<file path="src/rtl/load_sequencer.sv">
// Turns per-period duty commands into an A/B/C DesiredLoad sequence and a
// debounced current sign for the matrix-converter commutation FSM.
module load_sequencer #(
  parameter int CW      = 12,
  parameter int DEB     = 4,
  parameter int MIN_SEG = 4
) (
  input  logic          clk,
  input  logic          rst,
  input  logic          enable,
  input  logic [CW-1:0] period,
  input  logic [CW-1:0] duty_a,
  input  logic [CW-1:0] duty_b,
  input  logic          duty_load,
  input  logic          i_sense,
  output logic [1:0]    DesiredLoad,
  output logic          CurrentSign,
  output logic          start,
  output logic          period_tick,
  output logic          duty_err
);

  typedef enum logic [1:0] {IDLE = 2'b00, SEG_A = 2'b01, SEG_B = 2'b10, SEG_C = 2'b11} state_t;

  localparam int DW = (DEB > 1) ? $clog2(DEB) : 1;

  state_t        r_state, w_nstate, w_fst;
  logic [CW-1:0] r_cnt, w_ncnt, w_flen;
  logic [CW-1:0] r_pp, r_pa, r_pb, r_pc;
  // A's length is only needed when a period starts, and that always comes from pending.
  logic [CW-1:0] r_ab, r_ac;
  logic          r_new, w_new, w_copy, w_bound;
  logic [CW:0]   w_sum;
  logic [CW-1:0] w_dc;
  logic          w_rej;
  logic          r_s1, r_s2;
  logic [DW-1:0] r_dcnt;

  function automatic logic f_short(input logic [CW-1:0] x);
    return (x != '0) && (x < CW'(MIN_SEG));
  endfunction

  assign w_sum = {1'b0, duty_a} + {1'b0, duty_b};
  assign w_dc  = period - duty_a - duty_b;
  assign w_rej = (w_sum > {1'b0, period}) || (period == '0) ||
                 f_short(duty_a) || f_short(duty_b) || f_short(w_dc);

  assign w_fst  = (r_pa != '0) ? SEG_A : (r_pb != '0) ? SEG_B : SEG_C;
  assign w_flen = (r_pa != '0) ? r_pa  : (r_pb != '0) ? r_pb  : r_pc;

  always_comb begin
    w_nstate = r_state;
    w_ncnt   = r_cnt;
    w_copy   = 1'b0;
    w_new    = 1'b0;
    w_bound  = 1'b0;
    if (!enable) begin
      w_nstate = IDLE;
      w_ncnt   = '0;
    end else if (r_state == IDLE) begin
      w_bound = 1'b1;
    end else if (r_cnt != '0) begin
      w_ncnt = r_cnt - CW'(1);
    end else if (r_state == SEG_A && r_ab != '0) begin
      w_nstate = SEG_B;
      w_ncnt   = r_ab - CW'(1);
    end else if (r_state != SEG_C && r_ac != '0) begin
      w_nstate = SEG_C;
      w_ncnt   = r_ac - CW'(1);
    end else begin
      w_bound = 1'b1;
    end
    // Period boundary: latch pending and jump straight to its first non-zero segment.
    if (w_bound) begin
      if (r_pp != '0) begin
        w_copy   = 1'b1;
        w_new    = 1'b1;
        w_nstate = w_fst;
        w_ncnt   = w_flen - CW'(1);
      end else begin
        w_nstate = IDLE;
        w_ncnt   = '0;
      end
    end
  end

  always_ff @(posedge clk or negedge rst) begin
    if (!rst) begin
      r_state     <= IDLE;
      r_cnt       <= '0;
      r_new       <= 1'b0;
      r_pp        <= '0;
      r_pa        <= '0;
      r_pb        <= '0;
      r_pc        <= '0;
      r_ab        <= '0;
      r_ac        <= '0;
      DesiredLoad <= 2'b00;
      start       <= 1'b0;
      period_tick <= 1'b0;
      duty_err    <= 1'b0;
    end else begin
      r_state <= w_nstate;
      r_cnt   <= w_ncnt;
      r_new   <= w_new;
      if (w_copy) begin
        r_ab <= r_pb;
        r_ac <= r_pc;
      end
      if (duty_load && !w_rej) begin
        r_pp <= period;
        r_pa <= duty_a;
        r_pb <= duty_b;
        r_pc <= w_dc;
      end
      duty_err    <= duty_load && w_rej;
      // Outputs trail the state by one cycle, but drop with enable at once.
      DesiredLoad <= enable ? 2'(r_state) : 2'b00;
      start       <= enable && (r_state != IDLE);
      period_tick <= enable && r_new;
    end
  end

  always_ff @(posedge clk or negedge rst) begin
    if (!rst) begin
      r_s1        <= 1'b0;
      r_s2        <= 1'b0;
      r_dcnt      <= '0;
      CurrentSign <= 1'b0;
    end else begin
      r_s1 <= i_sense;
      r_s2 <= r_s1;
      if (r_s2 != CurrentSign) begin
        if (r_dcnt == DW'(DEB - 1)) begin
          CurrentSign <= ~CurrentSign;
          r_dcnt      <= '0;
        end else begin
          r_dcnt <= r_dcnt + DW'(1);
        end
      end else begin
        r_dcnt <= '0;
      end
    end
  end

endmodule

</file>
<file path="config.mk">
export PLATFORM = sky130hd
export DESIGN_NAME = load_sequencer
export DESIGN_NICKNAME = d
export VERILOG_FILES = /design/src/rtl/load_sequencer.sv
export SDC_FILE = /design/constraint.sdc
export NUM_CORES = 1
export LEC_CHECK = 0
export ABC_AREA = 1
export BUFFER_PORTS_ARGS = -buffer_cell sky130_fd_sc_hd__buf_2
export CELL_PAD_IN_SITES_DETAIL_PLACEMENT = 1
export CELL_PAD_IN_SITES_GLOBAL_PLACEMENT = 1
export CORE_MARGIN = 10
export CORE_UTILIZATION = 41
export DETAILED_ROUTE_END_ITERATION = 7
export GPL_ROUTABILITY_DRIVEN = 0
export PLACE_DENSITY = 0.83
export SYNTH_ARGS = -nofsm -noshare
export SYNTH_HDL_FRONTEND = slang
export SYNTH_SLANG_ARGS = --single-unit
export TNS_END_PERCENT = 50
</file>
<file path="constraint.sdc">
create_clock -name clk -period 2.24 [get_ports clk]
set_input_delay 0.224 -clock clk [delete_from_list [all_inputs] [get_ports clk]]
set_output_delay 0.224 -clock clk [all_outputs]
set_load 0.02 [all_outputs]
</file>
After elaboration in Yosys (flattened, before gate mapping)
Cells that the tools add are included.
{"block": "totals", "regBits": 97, "latch_bits": 0, "mem_bits_rw": 0, "rom_bits": 0, "in_bits": 41, "mem_count": 0}
{"block": "op_classes", "n_addsub": 8, "n_mul": 0, "div": 0, "order_cmp": 4, "eq_ne": 8, "shift": 0, "mux": 28, "bitwise": 1, "reduce_logical": 29}
{"cell": "$mux W12", "count": 9}
{"cell": "$reduce_bool A12 Y1", "count": 9}
{"cell": "$sub A12 B1 Y12 const B", "count": 4}
{"cell": "$lt A12 B3 Y1 const B", "count": 3}
{"cell": "$sub A12 B12 Y12", "count": 2}
{"cell": "$mux W2", "count": 11}
{"cell": "$add A12 B12 Y13", "count": 1}
{"cell": "$gt A13 B12 Y1", "count": 1}
{"cell": "$logic_not A12 Y1", "count": 1}
{"cell": "$logic_and A1 B1 Y1", "count": 9}
{"cell": "$mux W1", "count": 8}
{"cell": "$ne A3 B3 Y1 const B", "count": 2}
{"cell": "$ne A5 B1 Y1 const B", "count": 1}
{"cell": "$logic_or A1 B1 Y1", "count": 4}
{"cell": "$ne A4 B1 Y1 const B", "count": 1}
{"cell": "$reduce_and A2 Y1", "count": 2}
{"cell": "$reduce_and A3 Y1", "count": 1}
{"cell": "$add A2 B1 Y2 const B", "count": 1}
{"cell": "$eq A2 B1 Y1 const B", "count": 1}
{"cell": "$eq A2 B2 Y1 const B", "count": 1}
{"cell": "$logic_not A2 Y1", "count": 1}
{"cell": "$ne A2 B2 Y1 const B", "count": 1}
{"cell": "$reduce_bool A2 Y1", "count": 1}
{"cell": "$logic_not A1 Y1", "count": 1}
{"cell": "other kinds (2)", "count": 2}

Longest topological paths before layout
{"block": "depth", "ltp_word": 9, "depth_mapped": 23, "mapped_depth_nobuf": 21}

Worst setup path before layout
OpenSTA, ideal clock, no wires.
{"block": "synth_path", "path_kind": "input port to flip-flop", "startpoint": "input duty_a[0]", "endpoint": "register r_pa[4]", "setup_time_ps": 117, "t_arrival_ps": 2741, "required_ps": 2123, "path_slack_ps": -618, "stages": 22, "path_buffers": 2, "path_cell_list": "ha_1 -> inv_1 -> fa_1 -> nor2_1 -> nor2_1 -> o31ai_2 -> xor2_1 -> ha_1 -> nand2_1 -> nor2_1 -> a211oi_1 -> nand2_1 -> nand2_1 -> nand2_1 -> nand2_1 -> nand2_1 -> nor2_4 -> nand3_2 -> buf_6 -> buf_6 -> nand2_1 -> nand2_1"}
{"block": "synth_between", "elab_chain_len": 8, "word_cells_on_any_way": 16, "classes_between": "add/sub (3); order compare (3); reduce/logical (10)"}
{"element": "start: declaration", "line_no": "12", "source": "input logic [CW-1:0] duty_a,"}
{"element": "parallel branches: the longest is 5 deep, another holds $sub A12 B12 Y12"}
{"element": "$logic_or A1 B1 Y1 *", "line_no": "46", "source": "f_short(duty_a) || f_short(duty_b) || f_short(w_dc);"}
{"element": "$logic_not A1 Y1 *", "line_no": "110", "source": "if (duty_load && !w_rej) begin"}
{"element": "$logic_and A1 B1 Y1 *", "line_no": "110"}
{"element": "end signal: assignment", "line_no": "112", "source": "r_pa <= duty_a;"}
{"element": "end: declaration", "line_no": "29", "source": "logic [CW-1:0] r_pp, r_pa, r_pb, r_pc;"}
Mark *: on every way between the ends.
A chain may end at the register's enable or synchronous reset.

Worst setup path after layout
{"block": "layout_path", "startpoint": "input duty_b[0]", "endpoint": "register r_pa[1]"}
{"block": "layout_between", "elab_chain_len": 8, "word_cells_on_any_way": 15, "classes_between": "add/sub (2); order compare (3); reduce/logical (10)"}
{"element": "start: declaration", "line_no": "13", "source": "input logic [CW-1:0] duty_b,"}
{"element": "$add A12 B12 Y13", "line_no": "43", "source": "assign w_sum = {1'b0, duty_a} + {1'b0, duty_b};"}
{"element": "$gt A13 B12 Y1", "line_no": "45", "source": "assign w_rej = (w_sum > {1'b0, period}) || (period == '0) ||"}
{"element": "$logic_or A1 B1 Y1 (2 in series)", "line_no": "45"}
{"element": "$logic_or A1 B1 Y1", "line_no": "46"}
{"element": "$logic_or A1 B1 Y1 *", "line_no": "46"}
{"element": "$logic_not A1 Y1 *", "line_no": "110"}
{"element": "$logic_and A1 B1 Y1 *", "line_no": "110"}
Mark *: on every way between the ends. The rest lies on a longest branch, timed or not.

==> run metrics <==
hold slack 0.111 ns; Core Box Area 0.0168 mm2; Initial Util 0.422; fin nets 1,259; vias per std cell 5.47; sequential fraction of the synthesis area 0.343; final hold vios 0; number of top-level pins 47; fin. max-slew vios 0; status complete, but fails checks; share of the synthesized area in the top cell type 0.343; number of diodes 0; detailed-route DRC error count 0; via count 7,549; placed inst area 0.00848 mm2; fin area 0.00946 mm2; drt wl/cell 20.9 um; CTS H-Tree Depth 3; Max rail drop VDD 0.000540 V; DRC violation total after the first TritonRoute iteration 492; vias in the first global route 7,991; setup ws final -0.924 ns; Post-synth ARST share 1.00; mean post-synth cell area 7.24 um2; max-cap viol count 0; CTS Buf Count 9; Flop pwr share 0.302; Net Sw Power 4690 uW; Skew-Pair Late Insertion Delay 0.35 ns; area growth from synthesis to layout 33.8%; Rows 47; root buf cell clkbuf_16; pin count of the biggest net entering global routing 68; mapped cell area 0.00707 mm2; initial antenna violation count 0; Post-Route Utilization 0.564; final WL 28.9 mm; Mapped Nets 1,080; CP Class input port to register; setup TNS -41.81 ns; Lkg Pwr 0.00508 uW; Worst Path Required 2.46 ns; CTS tree yes; Worst Path Max Fanout 7; Final ANT Viol Nets 0; Synth Flop Type dfrtp_1; Slew headroom 0.542; DIE HEIGHT 151 um; first-pass GRT wire length 39.8 mm; FF+latch count, synth 97; Gate Count Post-Synth 977; Total GRT Usage 0.219; Synth area leader dfrtp_1; violations in the final reports setup timing; IO Port Bufs 46; Pwr Density 1060 mW/mm2; layout cells sized above 1 0.286; Least-Margin Pin Slew 0.681 ns; Synth area leaders dfrtp_1 34%, nand2_1 16%, ha_1 8.8%, inv_1 8.2%, nand3_1 5.0%; Critical Path AT 3.39 ns; Pint 5380 uW; Clock Power Share 0.151; clock buffer depth 2; commonest non-fill, non-tap cell in the layout nand2_1; logic gate share of total power 0.547; period utilization 1.41; EDFF count, synth 0; DIE AREA 0.0229 mm2; Fmax achieved 316 MHz; Switching Fraction 0.465; Worst-path clk slew 0.07 ns; final setup fails 53; Critical Path Sink Type register; # fillers 2,087; grt total ovfl 0; leading cell types in the layout, fill and taps excluded 245 x nand2_1, 142 x inv_1, 139 x buf_4, 97 x dfrtp_1, 70 x nand3_1; die width 151 um; RSZ-0062 raised after global routing true; Clock Skews 0.00786 ns; # clock sinks 97; Syn. warnings 0; DP HPWL 19.4 mm; drt first pass iters 5; worst hold path class input port to register; critical path startpoint category input port; Tmin final 3.16 ns; library cells used by synthesis 48
## Yosys cell counts, types with 2 or more instances
| cell | count |
|---|---|
| buf_6 | 4 |
| buf_1 | 3 |
| xnor2_1 | 11 |
| o21ai_1 | 6 |
| and3_1 | 2 |
| o21bai_1 | 2 |
| a21o_1 | 2 |
| nand4_1 | 56 |
| fa_1 | 12 |
| nor4_1 | 11 |
| nor3_1 | 4 |
| a211oi_1 | 4 |
| inv_1 | 155 |
| nand3_2 | 2 |
| clkbuf_1 | 10 |
| a31oi_1 | 2 |
| o22ai_1 | 3 |
| ha_1 | 50 |
| nand3_1 | 70 |
| nor2_2 | 4 |
| a21oi_1 | 23 |
| a21boi_0 | 2 |
| dfrtp_1 | 97 |
| o21ai_0 | 38 |
| nor2_1 | 55 |
| buf_2 | 13 |
| nor3_2 | 2 |
| xor2_1 | 12 |
| inv_2 | 3 |
| buf_4 | 2 |
| nand2_1 | 294 |
| nand3b_1 | 7 |
## flip-flops by register name, summed over array words and instances (netlist names), 2 cells and up
register,flops
DesiredLoad,2
r_dcnt,2
r_state,2
r_pb,12
r_ac,12
r_pp,12
r_pc,12
r_ab,12
r_cnt,12
r_pa,12
## worst paths after layout
check                                from           to  slack [ns]  depth (start not counted)
worst max-delay path            duty_b[0]      r_pa[1]       -0.92                         20
worst min-delay path               enable  period_tick        0.11                          3
worst max register to register    r_pb[0]     r_cnt[4]       -0.10                         13
worst min register to register       r_s1         r_s2        0.35                          0
max in group asynchronous             rst     r_pa[11]        1.16                          3
min in group asynchronous             rst  period_tick        0.37                          2
## stage by stage
| stage | power (uW) | std cells | setup slack (ns) |
|---|---|---|---|
| 6_report | 10100 | 1381 | -0.924 |
| 5_1_grt | 10900 | 1381 | -1.03 |
| 4_1_cts | 9330 | 1364 | -0.590 |
| 3_5_place_dp | 7730 | 1345 | -1.04 |
| 3_3_place_gp | 7440 | 1345 | -0.900 |
| 2_1_floorplan | 5870 | 977 | -0.561 |
## cell families after synthesis
| kind of cell | synth area share |
|---|---|
| simple gates | 0.321 |
| buf+inv | 0.108 |
| flops | 0.343 |
| compound gates | 0.0743 |
| fa+ha+maj | 0.122 |
| xor+xnor | 0.0285 |
| mux | 0.00159 |
## final cells by class
class	instances	area (um2)	area share
clock inverters	6	51.3	0.00542
repair buffers	200	1560	0.165
multi-input cells	690	4310	0.455
well taps	220	275	0.0291
clock buffers	10	239	0.0253
flip-flops and latches	97	2430	0.257
inverters	158	598	0.0632
## repair_timing
item                                    4_1_cts  5_1_grt
setup buffers                                 1       10
endpoints found under the setup margin       54       78
gates resized for setup                      10      124
endpoints found under the hold margin        31        0
gates cloned                                  0        7
pin swaps                                     2       28
hold buffers                                  2        0
## routing by layer
layer	GRT usage	share of wire	up-vias
li1	-	-	3495
met1	0.255	0.39	3703
met2	0.388	0.52	237
met3	0.0277	0.039	114
met4	0.106	0.054	0
met5	0	0	-
## worst max-delay path, cell delays in order
cell	delay, ns
buf_8	0.08
ha_4	0.14
inv_4	0.04
fa_2	0.39
nor2_4	0.12
nor2_4	0.06
o31ai_4	0.26
a21oi_1	0.15
xnor2_1	0.25
ha_1	0.30
a21o_1	0.18
a21oi_1	0.20
nand2_1	0.10
nand2_1	0.08
nand2_2	0.06
nor2_4	0.15
nand3_4	0.20
clkbuf_16	0.24
nand2_2	0.06
nand2_1	0.08
## power by group through the flow
stage	Sequential (uW)	Clock, uW	Combinational [uW]
final	3050	1520	5510
after global routing	3120	1620	6110
after CTS	2940	1530	4860
after detailed placement	2960	0	4770
after global placement	2930	0	4510
after floorplan	2850	0	3020
(Power assumes the default switching activity.)
